==> config.mk <==
export PLATFORM = sky130hd
export DESIGN_NAME = fb_rect_writer
export DESIGN_NICKNAME = d
export VERILOG_FILES = /design/src/rtl/fb_rect_writer.sv
export SDC_FILE = /design/constraint.sdc
export NUM_CORES = 1
export LEC_CHECK = 0
export CORE_MARGIN = 2
export CORE_UTILIZATION = 50
export DETAILED_ROUTE_END_ITERATION = 12
export HOLD_SLACK_MARGIN = 0.12
export PLACE_DENSITY = 0.72
export SETUP_SLACK_MARGIN = 0.15
export SYNTH_ARGS = -nofsm -noshare
export SYNTH_HDL_FRONTEND = slang
export SYNTH_SLANG_ARGS = --single-unit
==> constraint.sdc <==
create_clock -name FB_CLK -period 5.65 [get_ports FB_CLK]
set_input_delay 1.13 -clock FB_CLK [delete_from_list [all_inputs] [get_ports FB_CLK]]
set_output_delay 1.13 -clock FB_CLK [all_outputs]
set_load 0.005 [all_outputs]
==> src/rtl/fb_rect_writer.sv <==
// Write side of the 160x120 4-bit frame buffer: fills clipped rectangles or the
// whole screen, one pixel write per clock in raster order (ADDR = y*H_RES + x).
`timescale 1ns/1ps
module fb_rect_writer #(
    parameter int H_RES  = 160,
    parameter int V_RES  = 120,
    parameter int ADDR_W = 19,
    parameter int DATA_W = 4
) (
    input  logic              FB_CLK,
    input  logic              FB_RST,
    input  logic              CMD_VALID,
    output logic              CMD_READY,
    input  logic              CMD_CLEAR,
    input  logic [7:0]        CMD_X,
    input  logic [6:0]        CMD_Y,
    input  logic [7:0]        CMD_W,
    input  logic [6:0]        CMD_H,
    input  logic [DATA_W-1:0] CMD_COLOUR,
    output logic              WR_EN,
    output logic [ADDR_W-1:0] WR_ADDR,
    output logic [DATA_W-1:0] WR_DATA,
    output logic              BUSY,
    output logic              DONE
);

    typedef enum logic [1:0] {S_IDLE, S_FILL, S_FIN} state_t;

    state_t              state_q, state_d;
    logic [7:0]          x_q, x_d, x_start_q, x_start_d, x_last_q, x_last_d;
    logic [6:0]          y_q, y_d, y_last_q, y_last_d;
    logic [ADDR_W-1:0]   row_base_q, row_base_d, addr_q, addr_d;
    logic [DATA_W-1:0]   data_q, data_d;
    logic                wr_en_q, wr_en_d, ready_q, ready_d;
    logic                busy_q, busy_d, done_q, done_d;

    // Clip the incoming command; 9-bit sums so X+W and Y+H never wrap.
    logic [8:0]          x_sum, y_sum, x_end, y_end;
    logic [7:0]          cmd_x0;
    logic [6:0]          cmd_y0;
    logic                cmd_empty;
    logic [ADDR_W-1:0]   cmd_row0;

    always_comb begin
        x_sum     = {1'b0, CMD_X} + {1'b0, CMD_W};
        y_sum     = {2'b00, CMD_Y} + {2'b00, CMD_H};
        x_end     = (x_sum > 9'(H_RES)) ? 9'(H_RES) : x_sum;
        y_end     = (y_sum > 9'(V_RES)) ? 9'(V_RES) : y_sum;
        cmd_x0    = CMD_X;
        cmd_y0    = CMD_Y;
        cmd_empty = (CMD_W == 8'd0) || (CMD_H == 7'd0) ||
                    ({1'b0, CMD_X} >= 9'(H_RES)) || ({2'b00, CMD_Y} >= 9'(V_RES));
        if (CMD_CLEAR) begin
            cmd_x0    = 8'd0;
            cmd_y0    = 7'd0;
            x_end     = 9'(H_RES);
            y_end     = 9'(V_RES);
            cmd_empty = 1'b0;
        end
        // Constant-coefficient product: only the starting row, reduces to shift-add.
        cmd_row0 = ADDR_W'(cmd_y0) * ADDR_W'(H_RES);
    end

    always_comb begin
        // NOTE: every signal gets a default first, so no path can infer a latch.
        state_d    = state_q;
        x_d        = x_q;
        x_start_d  = x_start_q;
        x_last_d   = x_last_q;
        y_d        = y_q;
        y_last_d   = y_last_q;
        row_base_d = row_base_q;
        addr_d     = addr_q;
        data_d     = data_q;
        wr_en_d    = 1'b0;

        case (state_q)
            S_IDLE: begin
                if (CMD_VALID && ready_q) begin
                    if (cmd_empty) begin
                        state_d = S_FIN;
                    end else begin
                        state_d    = S_FILL;
                        wr_en_d    = 1'b1;
                        x_d        = cmd_x0;
                        x_start_d  = cmd_x0;
                        x_last_d   = 8'(x_end - 9'd1);
                        y_d        = cmd_y0;
                        y_last_d   = 7'(y_end - 9'd1);
                        row_base_d = cmd_row0;
                        addr_d     = cmd_row0 + ADDR_W'(cmd_x0);
                        data_d     = CMD_COLOUR;
                    end
                end
            end
            S_FILL: begin
                wr_en_d = 1'b1;
                if (x_q == x_last_q) begin
                    if (y_q == y_last_q) begin
                        state_d = S_FIN;
                        wr_en_d = 1'b0;
                    end else begin
                        x_d        = x_start_q;
                        y_d        = y_q + 7'd1;
                        row_base_d = row_base_q + ADDR_W'(H_RES);
                        addr_d     = row_base_q + ADDR_W'(H_RES) + ADDR_W'(x_start_q);
                    end
                end else begin
                    x_d    = x_q + 8'd1;
                    addr_d = addr_q + ADDR_W'(1);
                end
            end
            S_FIN:   state_d = S_IDLE;
            default: state_d = S_IDLE;
        endcase

        ready_d = (state_d == S_IDLE);
        busy_d  = (state_d == S_FILL);
        done_d  = (state_d == S_FIN);
    end

    // NOTE: sequential state uses non-blocking assignments so every flop samples pre-edge values.
    always_ff @(posedge FB_CLK or posedge FB_RST) begin
        if (FB_RST) begin
            state_q    <= S_IDLE;
            x_q        <= '0;
            x_start_q  <= '0;
            x_last_q   <= '0;
            y_q        <= '0;
            y_last_q   <= '0;
            row_base_q <= '0;
            addr_q     <= '0;
            data_q     <= '0;
            wr_en_q    <= 1'b0;
            ready_q    <= 1'b1;
            busy_q     <= 1'b0;
            done_q     <= 1'b0;
        end else begin
            state_q    <= state_d;
            x_q        <= x_d;
            x_start_q  <= x_start_d;
            x_last_q   <= x_last_d;
            y_q        <= y_d;
            y_last_q   <= y_last_d;
            row_base_q <= row_base_d;
            addr_q     <= addr_d;
            data_q     <= data_d;
            wr_en_q    <= wr_en_d;
            ready_q    <= ready_d;
            busy_q     <= busy_d;
            done_q     <= done_d;
        end
    end

    assign CMD_READY = ready_q;
    assign WR_EN     = wr_en_q;
    assign WR_ADDR   = addr_q;
    assign WR_DATA   = data_q;
    assign BUSY      = busy_q;
    assign DONE      = done_q;

endmodule
==> metrics.cfg <==
[synth]
synth-seq-cells = 81
syn-cell-area_sq_um = 6120
yosys_warnings = 0
synth_top_area_share_pct = 32.7
synth-adder-area-share_pct = 8.88
synth_common_cells = 117 x nand2_1, 80 x dfrtp_1, 61 x a21oi_1
synth_edf_count = 0
synthSimpleGateAreaFrac_pct = 21.7
synth_cell_type_count = 61
synth_top_family_by_area = simple AND/OR/NAND/NOR gates
yosysMostFrequentCell = nand2_1
synthMuxAreaShare_pct = 0.695
synth-main-ff-cell = dfrtp_1
syn_avg_cell_area_sq_um = 8.24
ys_seq_area_share_pct = 33.2
synth_compound_area_share_pct = 21.3
syn_inst = 742
synth-xor-area-share_pct = 11.2
synthTopCellsByArea = dfrtp_1 33%, ha_1 7.6%, nand2_1 7.2%
yosysTopAreaCell = dfrtp_1
async_flop_share_pct = 100
syn-num-nets = 821

[critical_path]
crit_type = in -> reg
path_delay_family = compound AO/OA/AOI/OAI gates
crit_fanout = 6
slowest_delay_ps = 490
critPathLaunchType = input port
cp_num_cells = 15
critPathArrivalTime_ps = 4630
worst-r2r-cell-count = 10
cp_slowest_cell = clkdlybuf4s50_1
endpoint_kind = flop
crit_chain = clkdlybuf4s50_1 -> ha_1 -> inv_1 -> fa_1 -> xnor2_1 -> or3b_4 -> or3_4 -> a22o_4 -> a21oi_4 -> nand2b_1 -> ha_1 -> a211o_1 -> o21ai_0 -> a21o_1 -> o21ai_1
crit_required_ps = 5880
cpMostUsedCell = ha_1
path_buf_inv = 2
r2r_slack_ps = 2490

[floorplanning]
dieHeight_um = 115
core_sq_um = 12000
die_area_sq_um = 13100
die_w_um = 115
initial_core_util_pct = 51.1
rows = 40
io_pins = 65

[timing]
setup_viol = 0
rsz0062_at_grt = false
relSlewSlack_pct = 19.5
worst_pin_slew_ps = 1210
slew_viol_final = 0
fin_crit_ps = 4400
fin_crit_sh_pct = 77.9
timing.fmax_ghz = 0.227
clock_skew_ps = 8.26
hold_viol_final = 0
fin_tns_setup_ps = 0

[finish]
areaGrowthSynthToFinish_pct = 18.3
diodes = 0
fillers = 1073
nets = 871
stdcell_count = 944
layout-drive-gt1-share_pct = 5.02
fin_util_pct = 60.5
seq_area_sq_um = 2030
multi_input_area_sq_um = 3910

[run_status]
status = finished, final reports clean

[detailed_routing]
via_count = 5591
dr_wl_met3_um = 762
drt_wl_total_mm = 15.6
maxUsedRoutingLayer = met4
drt_iter0_drc = 368
wirelength_met1_mm = 7.25
drt.antenna.violating_nets = 0
wl_per_cell_um = 16.5
vias_per_cell = 5.92
drc_errors = 0
drt-pass1-iter-count = 5
dr_wl_met2_mm = 7.24

[pwr]
power_density_nw_per_um2 = 445
peakVddDrop_v = 0.000221
power.leakage_uw = 0.00320

[place]
dp_hpwl_mm = 11.6
port_buffers = 64
gp_congestion = 0.879
dp.cells = 928

[grt]
track_usage_pct = 24.9
grt_max_degree = 53
grt-ovfl-total = 0
grt_pass1_vias = 5476
grt_pass1_wl_mm = 26.2
grt_antenna_before_repair = 0

[clock_network]
htree_levels = 3
root_buffer = clkbuf_16
path_clk_slew_ps = 60
cts_buffer_depth = 2
cts_hold_buf = 0
numCtsBuffers = 9
cts_tree = yes
cts.sinks = 81
cts_setup_buffers = 0
cts_resized = 0
clkLatencyLatePin_ps = 350

[job]
max_cap_violations = 0

[min_path]
hold_depth = 1
hold_path.class = reg -> reg

[sequential cells by signal, summed over array words and instances (netlist names)]
register	count
WR_DATA	4
state_q	2
y_q	7
DONE	1
CMD_READY	1
BUSY	1
WR_EN	1
row_base_q	14
WR_ADDR	19
x_last_q	8
x_q	8
x_start_q	8
y_last_q	7
[per-layer routing]
metal  track usage [%]  up-vias
li1                  -     2733
met1              33.8     2671
met2              40.2      166
met3              3.81       21
met4              9.67        0
met5                 0        -
[layout by cell type, fill, tap and decap left out, types with 4 or more instances in the layout]
cell	Yosys	layout
xor2_1	39	39
nand4_1	7	7
nor2b_1	14	13
clkbuf_16	0	9
o21ai_1	5	5
nand2b_1	7	7
and3_1	10	10
and2_1	4	4
o22a_1	4	4
a211oi_1	15	15
inv_1	15	14
ha_1	37	37
clkdlybuf4s50_1	0	64
a22o_1	6	6
nor2_1	52	52
nand2_1	117	117
a21oi_1	61	61
xnor2_1	39	39
a211o_1	4	4
o21a_1	5	5
a31oi_1	11	11
a21o_1	15	15
buf_4	0	8
dfrtp_1	80	80
fa_1	4	4
nand3_1	25	25
o211ai_1	4	4
nor3_1	16	15
nor4_1	8	8
o21ai_0	59	59
[worst register-to-register path, stage by stage (launching register included)]
cell,delay [ps]
dfrtp_1,470
xor2_1,180
nor4_1,260
nand2_1,80
buf_4,280
inv_1,230
and3_1,210
or2_1,410
clkinv_1,510
o21ai_0,300
o21ai_0,100
[area by class of cell]
cell class | count | share of cell area (%)
clock inverters | 6 | 1.59
flip-flops and latches | 81 | 28.0
multi-input cells | 612 | 54.0
repair buffers | 72 | 9.69
clock buffers | 10 | 3.30
well taps | 147 | 2.54
inverters | 16 | 0.847
[cell families after synthesis]
family,count (synthesis)
multiplexers,4
buffers and inverters,49
flip-flops,81
AND/OR/NAND/NOR,279
adder cells (fa/ha/maj),41
XOR/XNOR,78
AO/OA/AOI/OAI,210
[per-stage QoR]
| stage | total power, uW | hold slack, ps | cell area, sq um | worst slack (ps) |
|---|---|---|---|---|
| after floorplan | 2040 | 441 | 6120 | 1620 |
| after global placement | 2470 | 462 | 6880 | 1020 |
| after detailed placement | 2510 | 471 | 6880 | 895 |
| after CTS | 3220 | 485 | 7230 | 1250 |
| after global routing | 3460 | 507 | 7230 | 1110 |
| final | 3220 | 481 | 7230 | 1250 |
[power by group]
group | internal [uW] | switching [uW]
registers | 813 | 276
logic | 657 | 776
clock network | 445 | 251
[worst paths after layout]
check,from,endpoint
worst max-delay path,CMD_W[0],x_last_q[4]$_DFFE_PP0P_
worst min-delay path,x_start_q[0]$_DFFE_PP0P_,x_start_q[0]$_DFFE_PP0P_
worst max register to register,x_q[4]$_DFFE_PP0P_,x_q[0]$_DFFE_PP0P_
worst min register to register,x_start_q[0]$_DFFE_PP0P_,x_start_q[0]$_DFFE_PP0P_
max in group asynchronous,FB_RST,y_last_q[3]$_DFFE_PP0P_
min in group asynchronous,FB_RST,BUSY$_DFF_PP0_
(Power assumes the default switching activity.)
==> patch (same flow settings) <==
Make the reset (`FB_RST`) synchronous in one clocked block.
--- a/src/rtl/fb_rect_writer.sv
+++ b/src/rtl/fb_rect_writer.sv
@@ -120,7 +120,7 @@
     end
 
     // NOTE: sequential state uses non-blocking assignments so every flop samples pre-edge values.
-    always_ff @(posedge FB_CLK or posedge FB_RST) begin
+    always_ff @(posedge FB_CLK) begin
         if (FB_RST) begin
             state_q    <= S_IDLE;
             x_q        <= '0;
Formal check against the unedited RTL: differs if FB_RST is asserted again (counterexample within 4 cycles, from zero or initial values and one cycle with FB_RST high); with FB_RST held inactive, the same outputs for 4 cycles.
==> patch against the original RTL <==
- sequential cell count unchanged
- worst setup slack better by 0.046 ns
- final area down 2.4%
- routed wire length up 1.9%
- area after synthesis down 0.98%
- highest routed layer unchanged
Power is not compared: it rests on default switching activity, and its combinational part moved more than twofold at a synthesized area within 25%.
==> patch: results (changes against the original RTL) <==
- Seq/Total Area, Yosys: 26.77% (-6.4 points)
- Synth Cell Area: 0.006057 sq mm (-0.98%)
- Share of synthesized flip-flops with an asynchronous set or reset: 0% (-100 points)
- The final weighted congestion in routability-driven placement came to 0.8532 (-2.9%).
- Synthesized-area fraction occupied by ao, oa, aoi and oai cells: 23.80% (+2.5 points)
- Number of DRC markers in iteration 0: 475 (+29%)
- Mapped Cells: 785 (+5.8%)
- Length in cells of the worst reg-to-reg path: 7 (-3)
* Synthesized-area fraction occupied by xor and xnor cells: 11.28% (+0.11 points)
* Nets: 905 (+3.9%)
* Number of global-route vias before repair: 5532 (+1.0%)
- Max-slew headroom at the worst pin: 35.22% (+16 points)
* Total setup buffers inserted after CTS: 0 (unchanged)
* Overall via count from detail_route: 5897 (+5.5%)
- The number of detailed-routing iterations run before antenna repair was 6 (+1).
- The cell area after placement came to 0.006756 sq mm (-1.8%).
* Fraction of final layout cells sized beyond drive strength 1: 5.415% (+0.40 points)
- The pre-CTS worst setup slack was 0.9308 ns (+0.03620 ns).
- The number of placed instances, taps included was 962 (+3.7%).
- The arrival time of data at the critical path endpoint came to 4.56 ns (-0.07 ns).
- Number of cells traversed by the worst hold path: 2 (+1)
- The synthesized net count came to 864 (+5.2%).
- Result of the run: completed
- The maximum net fanout on the critical path was 11 (+5).
- Among all flip-flop cells after synthesis, the most frequent one is dfxtp_1.
* Worst-path clk slew: 0.07 ns
- Top cells by area in the synthesized netlist: dfxtp_1, ha_1, xor2_1, nor2_1, nand2_1
- By count the netlist is led by nor2_1, dfxtp_1, nand2_1.
- Overall routing resource usage: 24.80% (-0.12 points)
- Proportion of synthesized area in mux cells: 0.6610% (-0.034 points)
- The global-route wire length before repair was 26410 um (+0.66%).
- The count of cell types in the netlist is 65 (+6.6%).
- The total half-perimeter wirelength after legalization and detailed placement came to 11620 um (-0.21%).
==> patch: cell types whose count changed after synthesis, sizes merged, moves of 9 or more <==
cell	before	now
nor2	52	102
o21ai	64	40
nand2	117	81
a22oi	0	9
a21oi	63	50
dfxtp	0	81
dfrtp	80	0
a211oi	15	36
==> patch: worst paths after layout <==
kind,from,to,slack [ns]
worst max register to register,x_q[2],WR_ADDR[13],2.48
worst max-delay path,CMD_X[0],x_last_q[6],1.30
worst min register to register,WR_DATA[2],WR_DATA[2],0.45
worst min-delay path,WR_DATA[2],WR_DATA[2],0.45
==> patch: final cells by class <==
type	instances	area (sq um)
Tap cell	147	183.9
Timing Repair Buffer	72	695.7
Sequential cell	81	1622
Clock buffer	9	225.2
Inverter	10	37.54
Clock inverter	7	76.32
Fill cell	1068	4853
Multi-Input combinational cell	652	4218
==> patch: layer usage <==
metal	routed length, um	up-vias	GRT usage [%]
met3	917	30	3.864
li1	-	2922	-
met4	371	0	9.187
met2	7081	197	39.48
met1	7490	2748	34.04
met5	0	-	0
